## src/rtl/video_timing_sequencer.sv

```systemverilog
// Display scan sequencer: horizontal and vertical preset down-counters walk SYNC -> BP -> ACT -> FP.
// Optional macro TIMING_LOAD_EN adds writable region durations that take effect at frame boundaries.

module video_timing_sequencer #(
  parameter int HB     = 11,
  parameter int VB     = 10,
  parameter int H_SYNC = 96,
  parameter int H_BP   = 48,
  parameter int H_ACT  = 640,
  parameter int H_FP   = 16,
  parameter int V_SYNC = 2,
  parameter int V_BP   = 33,
  parameter int V_ACT  = 480,
  parameter int V_FP   = 10
) (
  input  logic          c,
  input  logic          clr_n,
  input  logic          en,
`ifdef TIMING_LOAD_EN
  input  logic          cfg_we,
  input  logic [2:0]    cfg_sel,
  input  logic [15:0]   cfg_data,
`endif
  output logic          hsync,
  output logic          vsync,
  output logic          de,
  output logic [HB-1:0] x,
  output logic [VB-1:0] y,
  output logic          line_end,
  output logic          frame_end,
  output logic [1:0]    o_dbg_hstate,
  output logic [1:0]    o_dbg_vstate
);

  typedef enum logic [1:0] {
    R_SYNC = 2'd0,
    R_BP   = 2'd1,
    R_ACT  = 2'd2,
    R_FP   = 2'd3
  } region_t;

  localparam logic [HB-1:0] P_H [4] = '{HB'(H_SYNC), HB'(H_BP), HB'(H_ACT), HB'(H_FP)};
  localparam logic [VB-1:0] P_V [4] = '{VB'(V_SYNC), VB'(V_BP), VB'(V_ACT), VB'(V_FP)};

  // A zero duration behaves as one step so a region is never skipped.
  function automatic logic [HB-1:0] h_load(input logic [HB-1:0] d);
    return (d == '0) ? '0 : d - 1'b1;
  endfunction

  function automatic logic [VB-1:0] v_load(input logic [VB-1:0] d);
    return (d == '0) ? '0 : d - 1'b1;
  endfunction

  region_t       r_hstate, r_vstate;
  logic [HB-1:0] r_hcnt, r_x;
  logic [VB-1:0] r_vcnt, r_y;

  logic [HB-1:0] w_h_dur [4];
  logic [VB-1:0] w_v_dur [4];
  logic          w_h_last, w_v_last;
  region_t       w_h_next, w_v_next;
  logic [HB-1:0] w_h_load;
  logic [VB-1:0] w_v_load;

`ifdef TIMING_LOAD_EN
  logic [HB-1:0] r_sh_h [4];
  logic [HB-1:0] r_act_h [4];
  logic [HB-1:0] w_sh_h_nxt [4];
  logic [VB-1:0] r_sh_v [4];
  logic [VB-1:0] r_act_v [4];
  logic [VB-1:0] w_sh_v_nxt [4];

  // The frame_end edge loads the SYNC counters from the freshly copied shadows, write included.
  always_comb begin
    w_sh_h_nxt = r_sh_h;
    w_sh_v_nxt = r_sh_v;
    if (cfg_we) begin
      if (!cfg_sel[2]) w_sh_h_nxt[cfg_sel[1:0]] = cfg_data[HB-1:0];
      else             w_sh_v_nxt[cfg_sel[1:0]] = cfg_data[VB-1:0];
    end
    for (int i = 0; i < 4; i++) begin
      w_h_dur[i] = frame_end ? w_sh_h_nxt[i] : r_act_h[i];
      w_v_dur[i] = frame_end ? w_sh_v_nxt[i] : r_act_v[i];
    end
  end

  always_ff @(posedge c or negedge clr_n) begin
    if (!clr_n) begin
      for (int i = 0; i < 4; i++) begin
        r_sh_h[i]  <= P_H[i];
        r_act_h[i] <= P_H[i];
        r_sh_v[i]  <= P_V[i];
        r_act_v[i] <= P_V[i];
      end
    end else begin
      r_sh_h <= w_sh_h_nxt;
      r_sh_v <= w_sh_v_nxt;
      if (frame_end) begin
        r_act_h <= w_sh_h_nxt;
        r_act_v <= w_sh_v_nxt;
      end
    end
  end
`else
  always_comb begin
    w_h_dur = P_H;
    w_v_dur = P_V;
  end
`endif

  assign w_h_last = (r_hcnt == '0);
  assign w_v_last = (r_vcnt == '0);
  assign w_h_next = region_t'(r_hstate + 2'd1);
  assign w_v_next = region_t'(r_vstate + 2'd1);
  assign w_h_load = h_load(w_h_dur[w_h_next]);
  assign w_v_load = v_load(w_v_dur[w_v_next]);

  assign line_end  = en & (r_hstate == R_FP) & w_h_last;
  assign frame_end = line_end & (r_vstate == R_FP) & w_v_last;

  // Horizontal FSM: one step per pixel enable.
  always_ff @(posedge c or negedge clr_n) begin
    if (!clr_n) begin
      r_hstate <= R_SYNC;
      r_hcnt   <= h_load(P_H[0]);
      r_x      <= '0;
    end else if (en) begin
      if (w_h_last) begin
        r_hstate <= w_h_next;
        r_hcnt   <= w_h_load;
      end else begin
        r_hcnt <= r_hcnt - 1'b1;
      end
      if (r_hstate == R_ACT) r_x <= w_h_last ? '0 : r_x + 1'b1;
    end
  end

  // Vertical FSM: one step per completed line.
  always_ff @(posedge c or negedge clr_n) begin
    if (!clr_n) begin
      r_vstate <= R_SYNC;
      r_vcnt   <= v_load(P_V[0]);
      r_y      <= '0;
    end else if (line_end) begin
      if (w_v_last) begin
        r_vstate <= w_v_next;
        r_vcnt   <= w_v_load;
      end else begin
        r_vcnt <= r_vcnt - 1'b1;
      end
      if (r_vstate == R_ACT) r_y <= w_v_last ? '0 : r_y + 1'b1;
    end
  end

  assign hsync        = (r_hstate == R_SYNC);
  assign vsync        = (r_vstate == R_SYNC);
  assign de           = (r_hstate == R_ACT) && (r_vstate == R_ACT);
  assign x            = de ? r_x : '0;
  assign y            = de ? r_y : '0;
  assign o_dbg_hstate = r_hstate;
  assign o_dbg_vstate = r_vstate;

endmodule
```

## config.mk

```make
export PLATFORM = sky130hd
export DESIGN_NAME = video_timing_sequencer
export DESIGN_NICKNAME = d
export VERILOG_FILES = /design/src/rtl/video_timing_sequencer.sv
export SDC_FILE = /design/constraint.sdc
export NUM_CORES = 1
export LEC_CHECK = 0
export BUFFER_PORTS_ARGS = -buffer_cell sky130_fd_sc_hd__buf_4
export CAP_MARGIN = 0
export CORE_ASPECT_RATIO = 1.4
export CORE_MARGIN = 3
export CORE_UTILIZATION = 59
export DETAILED_ROUTE_END_ITERATION = 8
export GPL_TIMING_DRIVEN = 0
export PLACE_DENSITY = 0.9
export SKIP_CTS_REPAIR_TIMING = 1
export SLEW_MARGIN = 10
export SYNTH_ARGS = -nofsm -noshare
export SYNTH_HDL_FRONTEND = slang
export SYNTH_SLANG_ARGS = --single-unit
export TNS_END_PERCENT = 30
```

## constraint.sdc

```tcl
create_clock -name c -period 2.8 [get_ports c]
set_input_delay 0.56 -clock c [delete_from_list [all_inputs] [get_ports c]]
set_output_delay 0.56 -clock c [all_outputs]
set_load 0.005 [all_outputs]
```

### Yosys cells after proc, flatten, opt, wreduce, memory -nomap -nowiden

Cells that the tools add are included.

* bits in registers: 46
* bits of input ports: 3
* output and inout bits: 30
* logic and storage cells: 51

* $add $sub $neg: 8
* order comparisons: 2
* eq/ne operators: 4
* muxes and demuxes: 14
* bitwise gates (word level): 6
* reduce and logical (&&, ||, !) cells: 11

Operators by type and width (number)
* two-way mux 11 bit: 6
* two-way mux 10 bit: 6
* binary-select mux 11 bit (select 2 bit): 1
* logical NOT 11 bit: 2
* subtractor 11 x 1 -> 11 bit (second input constant): 2
* binary-select mux 10 bit (select 2 bit): 1
* logical NOT 10 bit: 2
* subtractor 10 x 1 -> 10 bit (second input constant): 2
* adder 11 x 1 -> 11 bit (second input constant): 1
* adder 10 x 1 -> 10 bit (second input constant): 1
* equality test 2 bit (second input constant): 4
* AND reduction 2 bit: 4
* >= comparator 3 bit (second input constant): 2
* inverter 2 -> 3 bit: 2
* adder 2 x 1 -> 2 bit (second input constant): 2
* bitwise AND 1 bit: 4
* logical NOT 2 bit: 2
* logical AND 1 bit: 1

### Logic depth before layout (Yosys ltp)

* word-level depth: 8
* depth in mapped cells: 7
* depth with buffers taken out: 7

### Worst setup path after synthesis

No wires, ideal clock.

* path type: register to output
* from: reg r_vcnt[0]
* to: out frame_end
* data arrival time: 1.586 ns
* path slack: 0.654 ns
* cell stages (with the launch flop): 7
* cells stage by stage: dfstp_2 -> inv_1 -> ha_1 -> nor3b_2 -> and3_1 -> clkbuf_1 -> and3_1

* longest elaborated chain between the ends: 2

RTL lines
* start: declaration: RTL line 56 `logic [VB-1:0] r_vcnt, r_y;`
* start signal: assignment: RTL line 142 `r_vcnt <= v_load(P_V[0]);`
* start signal: assignment: RTL line 147 `r_vcnt <= w_v_load;`
* start signal: assignment: RTL line 149 `r_vcnt <= r_vcnt - 1'b1;`
* logical NOT 10 bit: RTL line 112 `assign w_v_last = (r_vcnt == '0);`
* bitwise AND 1 bit: RTL line 119 `assign frame_end = line_end & (r_vstate == R_FP) & w_v_last;`
* end: declaration: RTL line 30 `output logic frame_end,`

No other way between the ends.

### Final worst setup path

* from: reg r_hcnt[0]
* to: out frame_end

* longest elaborated chain between the ends: 4

RTL lines
* start: declaration: RTL line 55 `logic [HB-1:0] r_hcnt, r_x;`
* start signal: assignment: RTL line 125 `r_hcnt <= h_load(P_H[0]);`
* start signal: assignment: RTL line 130 `r_hcnt <= w_h_load;`
* start signal: assignment: RTL line 132 `r_hcnt <= r_hcnt - 1'b1;`
* logical NOT 11 bit: RTL line 111 `assign w_h_last = (r_hcnt == '0);`
* bitwise AND 1 bit: RTL line 118 `assign line_end = en & (r_hstate == R_FP) & w_h_last;`
* bitwise AND 1 bit (2 in series): RTL line 119

No other way between the ends.

==> flow_summary_export.csv <==
group,metric,value,unit
drt,vias,2671,
global_routing,antenna_found_initial,0,
worst_setup_path,end_kind,"output port",
timing,final.period_utilization,95.2,%
clock_network,cts_sinks,46,
power_and_ir_drop,cellLeakagePower,1.59,nW
power_and_ir_drop,seq_power_share,51.3,%
outcome,outcome,"completed",
placed_design,portBuffers,32,
final_layout,final_cell_mix,"39 x dfrtp_1, 32 x buf_4, 26 x and3_1, 26 x nand2_1, 26 x o21ai_0",
worst_setup_path,cp_data_required_time,2240,ps
timing,worstMarginPinSlew,603,ps
floorplanning,fp.dieW,66.2,µm
worst_setup_path,worst_setup_path_start_kind,"register",
synth,synth_cell_type_count,58,
worst_setup_path,worstSetupPathType,"register to output port",
final_layout,final_net_count,391,
floorplanning,die_h,90.3,µm
synth,synth_edf_count,0,
synth,synth_area,3000,µm²
timing,setup_viol,0,
synth,syn_inst,330,
worst_setup_path,worstSetupEndpoint,"frame_end",
clock_network,worstSkewPairLatency,300,ps
global_routing,grt_pass1_wl,12.2,mm
synth,synth-seq-area-share,38.7,%
power_and_ir_drop,clockPowerShare,24.9,%
worst_setup_path,r2r_slack,520,ps
global_routing,grt.overflow.total,0,
final_layout,area_growth,14.1,%
drt,vias_per_cell,6.17,
drt,routedWlPerCell,16.1,µm
placed_design,dp_cells,426,
floorplanning,rows,30,
placed_design,post-dp-hpwl,5.03,mm
floorplanning,initial_core_util,61.4,%
floorplanning,dieArea,5980,µm²
worst_setup_path,slowest_delay,580,ps
final_layout,drive_above_1_share,16.8,%
timing,max_freq,0.375,GHz
timing,whs,263,ps
synth,synth_area_per_cell,9.08,µm²
worst_setup_path,crit_arrival,2100,ps
power_and_ir_drop,peakVddDrop,0.000358,V
power_and_ir_drop,pwr_density_cell,492,nW/µm²
power_and_ir_drop,netSwitchingPower,0.548,mW
power_and_ir_drop,swShare,32.6,%
final_layout,fin_cells,433,
worst_setup_path,reg2regPathDepth,7,
synth,syn_nets,353,
timing,tns,0,ps
worst_setup_path,crit_cells,7,
timing,slew_violations,0,
final_layout,n_antenna_cell,0,
clock_network,cts.clk_slew.worst_paths,80,ps
worst_setup_path,rr_startpoint,"o_dbg_vstate[0]",
global_routing,grt_use_total,25.5,%
global_routing,grt_pass1_vias,2747,
clock_network,numCtsBuffers,5,
synth,ys.flop_type,"dfrtp_1",
synth,ys_warn_count,0,
timing,hold_viol,0,
drt,firstDrtPassIters,4,
worst_setup_path,critPathMaxFanout,8,
worst_setup_path,crit_family,"flip-flops",
floorplanning,ioPinCount,33,
global_routing,grt_max_degree,47,
hold_path,hold_path_class,"input pin to async pin",
flow_run,cap_violations,0,
synth,ys_ff_latch,46,
timing,skew,7.27,ps
clock_network,htree_levels,2,
placed_design,gp_congestion,0.839,
clock_network,cts_tree,"done",
drt,postRouteWirelength,6.99,mm
drt,drc,0,
power_and_ir_drop,combPwrFrac,23.8,%
synth,synthArstFlopShare,100,%
timing,rsz0062_at_grt,"false",
worst_setup_path,startpoint,"r_hcnt[0]",
timing,min_period,2660,ps
clock_network,root_buffer,"clkbuf_8",
worst_setup_path,rr_endpoint,"r_y[8]",
worst_setup_path,crit_path_cell_trace,"inv_1, ha_1, nor4b_4, nand4_1, clkinv_1, and3_1, buf_4",
clock_network,cts_buffer_depth,2,
worst_setup_path,path_buf_inv,3,
drt,drt_iter0_markers,238,
timing,relSlewSlack,59.5,%
floorplanning,core,4880,µm²
worst_setup_path,cp_slowest_cell,"dfstp_2",
power_and_ir_drop,p_int,1.13,mW
final_layout,final_common_cell,"dfrtp_1",
drt,ant_nets,0,
[worst min-delay path by stage]
| stage | startpoint | endpoint | slack (ps) | cells after the start |
|---|---|---|---|---|
| after global routing | clr_n | r_y[8] | 290 | 1 |
| after global placement | r_hcnt[6] | r_hcnt[6] | 460 | 2 |
| after CTS | clr_n | r_x[7] | 280 | 1 |
| final | clr_n | r_y[7] | 260 | 1 |
| after floorplan | clr_n | o_dbg_hstate[0] | 260 | 0 |
| after detailed placement | r_hcnt[6] | r_hcnt[6] | 470 | 2 |
[Yosys cell counts, drive strengths merged, types with 3 or more instances]
| cell | n | area share [%] |
|---|---|---|
| a21oi | 12 | 2.0 |
| a22oi | 3 | 0.75 |
| a2bb2oi | 3 | 0.88 |
| a31oi | 4 | 0.84 |
| and2 | 4 | 0.84 |
| and3 | 27 | 5.6 |
| and4 | 3 | 0.88 |
| clkbuf | 12 | 1.5 |
| dfrtp | 39 | 33 |
| dfstp | 7 | 6.1 |
| ha | 20 | 8.4 |
| inv | 18 | 2.3 |
| mux2 | 3 | 1.1 |
| mux2i | 6 | 2.0 |
| nand2 | 26 | 3.3 |
| nand2b | 3 | 0.63 |
| nand3 | 15 | 2.5 |
| nand4 | 8 | 1.7 |
| nor2 | 21 | 2.9 |
| nor3 | 8 | 1.5 |
| nor4 | 4 | 1.3 |
| o21ai | 27 | 4.5 |
| o22ai | 4 | 0.84 |
| or3 | 9 | 2.0 |
| xnor2 | 4 | 1.2 |
| xor2 | 7 | 2.0 |
[stage by stage]
step / instance area [µm²] / worst slack [ps] / utilization [%] / power, mW
final: 3420 / 135 / 70.1 / 1.68
after global routing: 3420 / 6.73 / 70.1 / 1.78
after global placement: 3320 / 239 / 67.9 / 1.22
after CTS: 3410 / -118 / 69.8 / 1.67
after detailed placement: 3320 / 218 / 67.9 / 1.25
after floorplan: 3000 / 654 / - / 1.13
[routing by layer]
layer	vias to the layer above	part of all wire (%)	GRT usage (%)
li1	1268	-	-
met1	1307	40	29.5
met2	80	54	45.2
met3	16	3.7	3.99
met4	0	2.5	10.5
met5	-	0	0
[kinds of logic after synthesis]
| family | Yosys count | share of synthesized area (%) |
|---|---|---|
| multiplexers | 9 | 3.13 |
| buffers and inverters | 33 | 4.64 |
| AND/OR/NAND/NOR | 140 | 27.0 |
| XOR/XNOR | 11 | 3.22 |
| flip-flops | 46 | 38.7 |
| AO/OA/AOI/OAI | 71 | 14.9 |
| adder cells (fa/ha/maj) | 20 | 8.35 |
[cell type report]
| cell class | instances | area, µm² |
|---|---|---|
| fill | 381 | 1460 |
| tap | 64 | 80.1 |
| buffer | 13 | 63.8 |
| inverter | 19 | 71.3 |
| timing repair buffer | 32 | 240 |
| multi-input combinational | 251 | 1710 |
| clock buffer | 8 | 90.1 |
| sequential | 46 | 1160 |
[registers in the layout, indices dropped and copies added, names as in the netlist]
| register | count |
|---|---|
| r_hcnt | 11 |
| r_x | 11 |
| r_vcnt | 10 |
| r_y | 10 |
| o_dbg_hstate | 2 |
| o_dbg_vstate | 2 |
[power groups by stage]
stage	Sequential [mW]	Combinational, mW	Clock [mW]
after CTS	0.855	0.390	0.423
after global routing	0.879	0.448	0.449
after global placement	0.860	0.362	0
after floorplan	0.844	0.289	0
after detailed placement	0.866	0.388	0
final	0.862	0.401	0.419
[worst register-to-register path, cell delays in order (launching register included)]
cell      delay (ps)
dfrtp_1          450
inv_1            170
ha_1             350
and4b_1          280
nand4_1          210
clkbuf_1         280
or3_1            350
mux2i_1          120
(Power assumes the default switching activity.)
